### config.mk
export PLATFORM = sky130hd
export DESIGN_NAME = div_32
export DESIGN_NICKNAME = d
export VERILOG_FILES = /design/src/rtl/div_32_pkg.sv /design/src/rtl/add_32.sv /design/src/rtl/div_32.sv
export SDC_FILE = /design/constraint.sdc
export NUM_CORES = 1
export LEC_CHECK = 0
export CORE_ASPECT_RATIO = 0.5
export CORE_MARGIN = 3
export CORE_UTILIZATION = 40
export CTS_BUF_LIST = sky130_fd_sc_hd__clkbuf_4 sky130_fd_sc_hd__clkbuf_8
export CTS_CLUSTER_SIZE = 10
export DETAILED_ROUTE_END_ITERATION = 8
export PLACE_DENSITY_LB_ADDON = 0.2
export SLEW_MARGIN = 25
export SYNTH_ARGS = -nofsm -noshare
export SYNTH_HDL_FRONTEND = slang
export SYNTH_SLANG_ARGS = --single-unit
### constraint.sdc
create_clock -name clock -period 6.9 [get_ports clock]
set_input_delay 0.69 -clock clock [delete_from_list [all_inputs] [get_ports clock]]
set_output_delay 0.69 -clock clock [all_outputs]
set_load 0.01 [all_outputs]
### src/rtl/div_32_pkg.sv
// div_32_pkg: shared divider state encoding, sizing constants and helpers
package div_32_pkg;

    localparam int DIV_WIDTH = 32;
    localparam int DIV_ITERS = 32;

    typedef enum logic [1:0] {
        IDLE  = 2'd0,
        RUN   = 2'd1,
        FIXUP = 2'd2,
        DONE  = 2'd3
    } div_state_t;

    // magnitude of a two's-complement value; 0x80000000 maps to 2^31 read as unsigned
    function automatic logic [DIV_WIDTH-1:0] abs32(input logic [DIV_WIDTH-1:0] v);
        return v[DIV_WIDTH-1] ? -v : v;
    endfunction

endpackage

### src/rtl/add_32.sv
// add_32: 32-bit adder with carry in and carry out
module add_32 (
    input  logic [31:0] i_a,
    input  logic [31:0] i_b,
    input  logic        i_cin,
    output logic [31:0] o_sum,
    output logic        o_cout
);

    assign {o_cout, o_sum} = {1'b0, i_a} + {1'b0, i_b} + 33'(i_cin);

endmodule

### src/rtl/div_32.sv
// div_32: signed 32-bit radix-2 non-restoring divider, 34-cycle latency
module div_32 import div_32_pkg::*; #(
    parameter int WIDTH = DIV_WIDTH
) (
    input  logic             clock,
    input  logic             clear,
    input  logic             start,
    input  logic [WIDTH-1:0] dividend,
    input  logic [WIDTH-1:0] divisor,
    output logic             busy,
    output logic             done,
    output logic [WIDTH-1:0] quotient,
    output logic [WIDTH-1:0] remainder,
    output logic             div_by_zero
);

    div_state_t       r_state;
    div_state_t       w_next;
    logic [4:0]       r_cnt;
    logic [WIDTH:0]   r_p;
    logic [WIDTH-1:0] r_q;
    logic [WIDTH-1:0] r_dvs;
    logic             r_neg_a;
    logic             r_neg_b;
    logic [WIDTH-1:0] r_quo;
    logic [WIDTH-1:0] r_rem;
    logic             r_dz;
    logic             w_zero;
    logic             w_sub;
    logic [WIDTH:0]   w_p_sh;
    logic [WIDTH:0]   w_p_new;
    logic [WIDTH-1:0] w_add_a;
    logic [WIDTH-1:0] w_add_b;
    logic             w_cin;
    logic [WIDTH-1:0] w_sum;
    logic             w_cout;
    logic [WIDTH-1:0] w_rem_mag;

    assign w_zero = divisor == '0;

    // RUN: shift {P,Q} left, then subtract D if P was non-negative, else add D.
    // FIXUP: the same adder restores a negative final remainder by adding D.
    // The 33rd bit of P is formed from the 32-bit adder's carry out.
    assign w_p_sh    = {r_p[WIDTH-1:0], r_q[WIDTH-1]};
    assign w_sub     = ~r_p[WIDTH];
    assign w_add_a   = (r_state == FIXUP) ? r_p[WIDTH-1:0] : w_p_sh[WIDTH-1:0];
    assign w_add_b   = (r_state == FIXUP || !w_sub) ? r_dvs : ~r_dvs;
    assign w_cin     = (r_state != FIXUP) && w_sub;
    assign w_p_new   = {w_p_sh[WIDTH] ^ w_sub ^ w_cout, w_sum};
    assign w_rem_mag = r_p[WIDTH] ? w_sum : r_p[WIDTH-1:0];

    add_32 u_add (
        .i_a    (w_add_a),
        .i_b    (w_add_b),
        .i_cin  (w_cin),
        .o_sum  (w_sum),
        .o_cout (w_cout)
    );

    // next-state: divide-by-zero skips straight to DONE; DONE always returns to IDLE
    always_comb begin
        w_next = r_state;
        case (r_state)
            IDLE:  if (start) w_next = w_zero ? DONE : RUN;
            RUN:   if (r_cnt == 5'(DIV_ITERS - 1)) w_next = FIXUP;
            FIXUP: w_next = DONE;
            DONE:  w_next = IDLE;
        endcase
    end

    // state register
    always_ff @(posedge clock) begin
        if (clear) r_state <= IDLE;
        else       r_state <= w_next;
    end

    // datapath: latch magnitudes and signs on accept, iterate, sign-correct into result registers
    always_ff @(posedge clock) begin
        if (clear) begin
            r_cnt   <= '0;
            r_p     <= '0;
            r_q     <= '0;
            r_dvs   <= '0;
            r_neg_a <= 1'b0;
            r_neg_b <= 1'b0;
            r_quo   <= '0;
            r_rem   <= '0;
            r_dz    <= 1'b0;
        end else begin
            case (r_state)
                IDLE: if (start) begin
                    if (w_zero) begin
                        r_quo <= '1;
                        r_rem <= dividend;
                        r_dz  <= 1'b1;
                    end else begin
                        r_cnt   <= '0;
                        r_p     <= '0;
                        r_q     <= abs32(dividend);
                        r_dvs   <= abs32(divisor);
                        r_neg_a <= dividend[WIDTH-1];
                        r_neg_b <= divisor[WIDTH-1];
                    end
                end
                RUN: begin
                    r_p   <= w_p_new;
                    r_q   <= {r_q[WIDTH-2:0], ~w_p_new[WIDTH]};
                    r_cnt <= r_cnt + 5'd1;
                end
                FIXUP: begin
                    r_quo <= (r_neg_a ^ r_neg_b) ? -r_q : r_q;
                    r_rem <= r_neg_a ? -w_rem_mag : w_rem_mag;
                    r_dz  <= 1'b0;
                end
                default: ;
            endcase
        end
    end

    assign busy        = r_state != IDLE;
    assign done        = r_state == DONE;
    assign quotient    = r_quo;
    assign remainder   = r_rem;
    assign div_by_zero = r_dz;

endmodule

## Word-level counts from Yosys, hierarchy flattened

Index checks and enable logic that the tools add are counted.

- $lt $le $gt $ge: 0
- Multipliers: 0
- Multiplexer cells: 29
- Bitwise logic cells: 7
- Divide/modulo/power cells: 0
- Reductions and logical operators: 11
- Equality and inequality tests: 9
- Shift-type cells: 0
- Add/sub/neg operators: 7

Operators with widths:

| cell | count |
|---|---|
| $mux 32 | 13 |
| $pmux 32 s2 | 3 |
| $neg 32->32 | 4 |
| $mux 33 | 2 |
| $pmux 33 s2 | 1 |
| $add 32x32->33 | 1 |
| $add 33x1->33 | 1 |
| $logic_not 32->1 | 1 |
| $not 32->32 | 1 |
| $mux 5 | 2 |
| $ne 2x2->1 const B | 5 |
| $pmux 5 s2 | 1 |
| $reduce_and 3->1 | 3 |
| $pmux 2 s4 | 1 |
| $mux 2 | 3 |
| $reduce_bool 2->1 | 3 |
| $add 5x1->5 const B | 1 |
| $eq 5x5->1 const B | 1 |
| $eq 2x2->1 const B | 2 |
| $not 1->1 | 3 |
| $xor 1x1->1 | 3 |
| $eq 2x1->1 const B | 1 |
| $logic_not 2->1 | 1 |
| $mux 1 | 2 |
| other kinds (4) | 4 |

- Output and inout bits: 67
- Memories kept: 0
- Latch bits: 0
- Input bits: 67
- Bits in registers: 171
- Word-level logic and storage cells: 73
- Bits in writable memories: 0
- Bits in read-only memories: 0

## Longest topological paths before layout

- Depth in word-level cells: 9
- Mapped depth: 23

## By module

Synthesis repeated with hierarchy kept, for this count alone.

- Cells, all modules: 1581
- Area, all modules: 12503.2 um^2

Modules (own cells, without submodules):

| module | seq. area each (um^2) | instances | area each (um^2) | cells an instance |
|---|---|---|---|---|
| div_32 | 3423.3 | 1 | 10649.0 | 1322 |
| add_32 | 0.0 | 1 | 1854.3 | 259 |

## Worst setup path after synthesis

OpenSTA, ideal clock, no wires.

- Path type: flip-flop to flip-flop
- Start point: register r_p[32]
- End point: register r_rem[29], in the netlist remainder[29]
- Setup time: 74 ps
- Arrival time: 6065 ps
- Setup slack: 761 ps
- Cell stages (with the launch flop): 22
- Cells stage by stage: dfxtp_1 clkbuf_1 clkbuf_1 buf_1 clkbuf_1 clkbuf_1 buf_1 nor2_1 buf_1 xor2_1 ha_1 nor2b_1 o31a_1 o2111a_1 or4_1 a31oi_1 nand4_1 nand4bb_4 nor4b_1 nand3_1 or3_1 a31oi_1

- Word-level cells in the longest chain between the ends: 8
- Elaborated cells on any way between the ends: 10
- Classes of those cells: add/sub (3); mux (4); bitwise (1); reduce/logical (2)

Ends and longest elaborated chain:

| what | RTL line | text |
|---|---|---|
| from (decl) | div_32.sv:20 | `logic [WIDTH:0] r_p;` |
| from (signal assigned) | div_32.sv:106 | `r_p <= w_p_new;` |
| $logic_or 1x1->1 | div_32.sv:47 | `assign w_add_b = (r_state == FIXUP \|\| !w_sub) ? r_dvs : ~r_dvs;` |
| $mux 32 | div_32.sv:47 |  |
| $add 32x32->33 | add_32.sv:10 | `assign {o_cout, o_sum} = {1'b0, i_a} + {1'b0, i_b} + 33'(i_cin);` |
| $add 33x1->33 | add_32.sv:10 |  |
| $mux 32 (*) | div_32.sv:50 | `assign w_rem_mag = r_p[WIDTH] ? w_sum : r_p[WIDTH-1:0];` |
| $neg 32->32 | div_32.sv:112 | `r_rem <= r_neg_a ? -w_rem_mag : w_rem_mag;` |
| $mux 32 (*) | div_32.sv:112 |  |
| $pmux 32 s2 (*) | div_32.sv:90 | `case (r_state)` |
| to (signal assigned) | div_32.sv:94 | `r_rem <= dividend;` |
| to (signal assigned) | div_32.sv:112 |  |
| to (decl) | div_32.sv:26 | `logic [WIDTH-1:0] r_rem;` |

Every way passes the cells marked *; elsewhere a longest branch is shown, timed or not.
A chain may end at the register's enable or synchronous reset.

## Worst setup path in the final report

- Start point: register r_state[0]
- End point: register r_rem[29], in the netlist remainder[29]

- Word-level cells in the longest chain between the ends: 9
- Elaborated cells on any way between the ends: 17
- Classes of those cells: add/sub (3); eq/ne (4); mux (5); reduce/logical (5)

Ends and longest elaborated chain:

| what | RTL line | text |
|---|---|---|
| from (decl) | div_32.sv:17 | `div_state_t r_state;` |
| from (signal assigned) | div_32.sv:74 | `else r_state <= w_next;` |
| $eq 2x2->1 | div_32.sv:46, div_32.sv:47, div_32.sv:90 |  |
| $logic_or 1x1->1 | div_32.sv:47 |  |
| $mux 32 | div_32.sv:47 |  |
| $add 32x32->33 | add_32.sv:10 |  |
| $add 33x1->33 | add_32.sv:10 |  |
| $mux 32 | div_32.sv:50 |  |
| $neg 32->32 | div_32.sv:112 |  |
| $mux 32 | div_32.sv:112 |  |
| $pmux 32 s2 | div_32.sv:90 |  |

Parallel ways exist; a longest one is shown, timed or not.

==> summary.txt <==
Synth top area share -> 0.274
Dpl hpwl -> 30700 um
Initial antenna violation count -> 1
Static Leak -> 5.20 nW
RSZ-0062 raised after global routing -> false
Routed Antenna Nets -> 0
Syn avg cell area -> 7.79 um^2
Fin. max-slew vios -> 0
Final setup vio count -> 0
Layout area overhead -> 15.8%
GR Overflow Total -> 0
GR Util All Layers -> 0.242
Max_cap viols -> 0
Root Driver -> clkbuf_8
Clock transition at path regs -> 110 ps
Pre-CTS WS -> 1150 ps
Post-Route WL -> 41200 um
Crit share post-route -> 0.850
Unique masters post-synth -> 78
Slew headroom -> 0.316
Vias -> 12200
Syn. warnings -> 0
Number of global-route vias before repair -> 11100
First DRT Iteration DRCs -> 1062
Max Freq -> 0.171 GHz
Worst Path Arrival -> 6300 ps
CTS Buf Count -> 17
Nets@finish -> 1769
Minimum clock period -> 5860 ps
Fraction of registers with async set/reset -> 0
Netlist Area Pre-Place -> 12500 um^2
CP Class -> flip-flop to flip-flop
Final routed DRC violation total -> 0
Vias/cell -> 5.84
Port Buffer Count -> 133
Clk_lat worst skew -> 520 ps
Min Hold Slack -> 473 ps
Dpl cells -> 2062
Finished Core Util -> 0.474
WP data required -> 7340 ps
Worst path max stage delay -> 710 ps
Sink Count -> 171
Power per cell area -> 555 nW/um^2
H-tree depth -> 4
Post-synthesis sequential area ratio -> 0.274
First-pass DRT Iterations -> 6
Top post-synthesis cells by area -> dfxtp_1 (27%), xor2_1 (7.2%), nor2_1 (5.0%)
Hold Path Class -> flip-flop to flip-flop
EDFF count, synth -> 0
Post-route insts no fill -> 2096
Crit. End Element -> flip-flop
Post-Syn Nets -> 1717
Routability cong. -> 0.927
Worst Path Max Fanout -> 54
Post-CTS setup buffers -> 0
Hold buffer count at CTS -> 0
Core area -> 30600 um^2
Detailed-route wire length per cell -> 19.7 um
Row count -> 45
Status -> complete, no violations
Die Wd -> 256 um
Critical path's slowest cell -> o21ai_0
CP Launch Type -> flip-flop
CP cell instances -> inv_1 -> ha_4 -> nor2_4 -> buf_4 -> xor2_1 -> ha_1 -> nand2_1 -> o21ai_0 -> nand2b_1 -> nor3_1 -> a211oi_1 -> nand4_1 -> nand4bb_4 -> nor4b_1 -> nand3_1 -> or3_1 -> a31oi_1
Peak supply drop -> 187 uV
Worst Slack Setup Final -> 1040 ps
Initial core utilization -> 0.409
Setup TNS -> 0 ps
Ratio of cells with drive above 1 in the final layout -> 0.0694
Pin count of the biggest net entering global routing -> 95
Clock skew after layout -> 18.5 ps
CTS tree -> done
Slew @ Worst Pin -> 1030 ps
First-pass GRT wire length -> 64300 um
Number of synthesized register bits -> 171
Top FF cell, synth -> dfxtp_1
Die area -> 33600 um^2
Final Hold Viols -> 0
# IOs -> 134
Bufs on Longest Clock Path -> 2
Synth area leader -> dfxtp_1
Die Y -> 131 um
Post-CTS resize count -> 0
Synthesized instance count -> 1607
## synth_stat cells, types with 29 or more instances
| library cell | n |
|---|---|
| dfxtp_1 | 171 |
| nor2_1 | 165 |
| nand2_1 | 145 |
| a21oi_1 | 113 |
| xor2_1 | 103 |
| clkbuf_1 | 91 |
| a211oi_1 | 77 |
| xnor2_1 | 66 |
| o21ai_0 | 65 |
| nand3_1 | 46 |
| nor3_1 | 46 |
| ha_1 | 42 |
| mux2_2 | 34 |
| mux2i_1 | 29 |
| o31ai_1 | 29 |
## state kept, by name, indices dropped and copies added (netlist names), 2 cells and up
signal	count
r_p	33
quotient	32
r_dvs	32
r_q	32
remainder	32
r_cnt	5
r_state	2
## area by class of cell
type	instances	area, um^2
antenna	1	2.50
clock buffer	18	241
clock inverter	14	129
fill	2988	16100
inverter	25	93.8
multi-input combinational	1292	8580
sequential	171	3420
tap	423	529
timing repair buffer	152	1490
## cells in the final DEF (no fill, tap or decap), types with 6 or more instances in the layout
| cell | netlist | layout |
|---|---|---|
| mux2i_1 | 29 | 29 |
| clkdlybuf4s50_1 | 0 | 131 |
| nand4_1 | 21 | 21 |
| nor4_1 | 10 | 10 |
| o21a_1 | 15 | 15 |
| nand2_1 | 145 | 145 |
| o31ai_1 | 29 | 29 |
| xnor2_1 | 66 | 66 |
| nand2b_1 | 11 | 11 |
| clkbuf_8 | 0 | 17 |
| xor2_1 | 103 | 103 |
| buf_4 | 1 | 19 |
| and3_1 | 15 | 15 |
| or2_2 | 6 | 6 |
| nor2b_1 | 11 | 11 |
| dfxtp_1 | 171 | 170 |
| a311oi_1 | 20 | 20 |
| mux2_2 | 34 | 34 |
| nor3_1 | 46 | 46 |
| a21oi_1 | 113 | 113 |
| a2111oi_0 | 12 | 12 |
| a21o_1 | 15 | 15 |
| or3_1 | 22 | 22 |
| nor2_1 | 165 | 162 |
| nand3b_1 | 7 | 7 |
| a32oi_1 | 10 | 10 |
| o22ai_1 | 14 | 14 |
| ha_1 | 42 | 41 |
| nand3_1 | 46 | 46 |
| and2_1 | 12 | 12 |
| a211oi_1 | 77 | 77 |
| a22oi_1 | 10 | 10 |
| o21bai_1 | 6 | 6 |
| o211ai_1 | 6 | 6 |
| o41ai_1 | 11 | 11 |
| inv_1 | 21 | 21 |
| a31oi_1 | 19 | 19 |
| o21ai_0 | 65 | 65 |
| or4_1 | 14 | 14 |
## path summary, 6_finish.rpt
kind / slack (ps) / depth (start not counted) / start / end
setup / recovery: 1040 / 17 / r_state[0] / remainder[29]
hold / removal: 470 / 2 / r_cnt[4] / r_cnt[4]
setup reg to reg: 1040 / 17 / r_state[0] / remainder[29]
hold reg to reg: 470 / 2 / r_cnt[4] / r_cnt[4]
## worst max-delay path, delay by kind of cell (launching register included)
family,cells,cell delay [ps]
xor+xnor,1,200
fa+ha+maj,2,1200
buf+inv,2,460
flops,1,340
compound gates,3,1500
simple gates,9,2030
## stage by stage
| step | power, mW | cell area (um^2) |
|---|---|---|
| 2_1_floorplan | 5.57 | 12500 |
| 3_3_place_gp | 7.12 | 14100 |
| 3_5_place_dp | 7.20 | 14100 |
| 4_1_cts | 7.94 | 14500 |
| 5_1_grt | 8.69 | 14500 |
| 6_report | 8.04 | 14500 |
## cells by family after synthesis
| kind of cell | share of synthesized area |
|---|---|
| mux | 0.0538 |
| fa+ha+maj | 0.0436 |
| flops | 0.274 |
| compound gates | 0.254 |
| simple gates | 0.211 |
| xor+xnor | 0.118 |
| buf+inv | 0.0458 |
## routing by layer
metal  routed length [um]  global-route usage
met1                19800               0.340
met4                  662              0.0636
met2                18300               0.389
met5                    0                   0
met3                 2470              0.0391
## power by group
group / total [mW] / switching [mW] / internal, mW
sequential: 1.53 / 0.280 / 1.25
clock: 0.712 / 0.444 / 0.268
combinational: 5.79 / 3.69 / 2.10
total: 8.04 / 4.42 / 3.62
(Power assumes the default switching activity.)
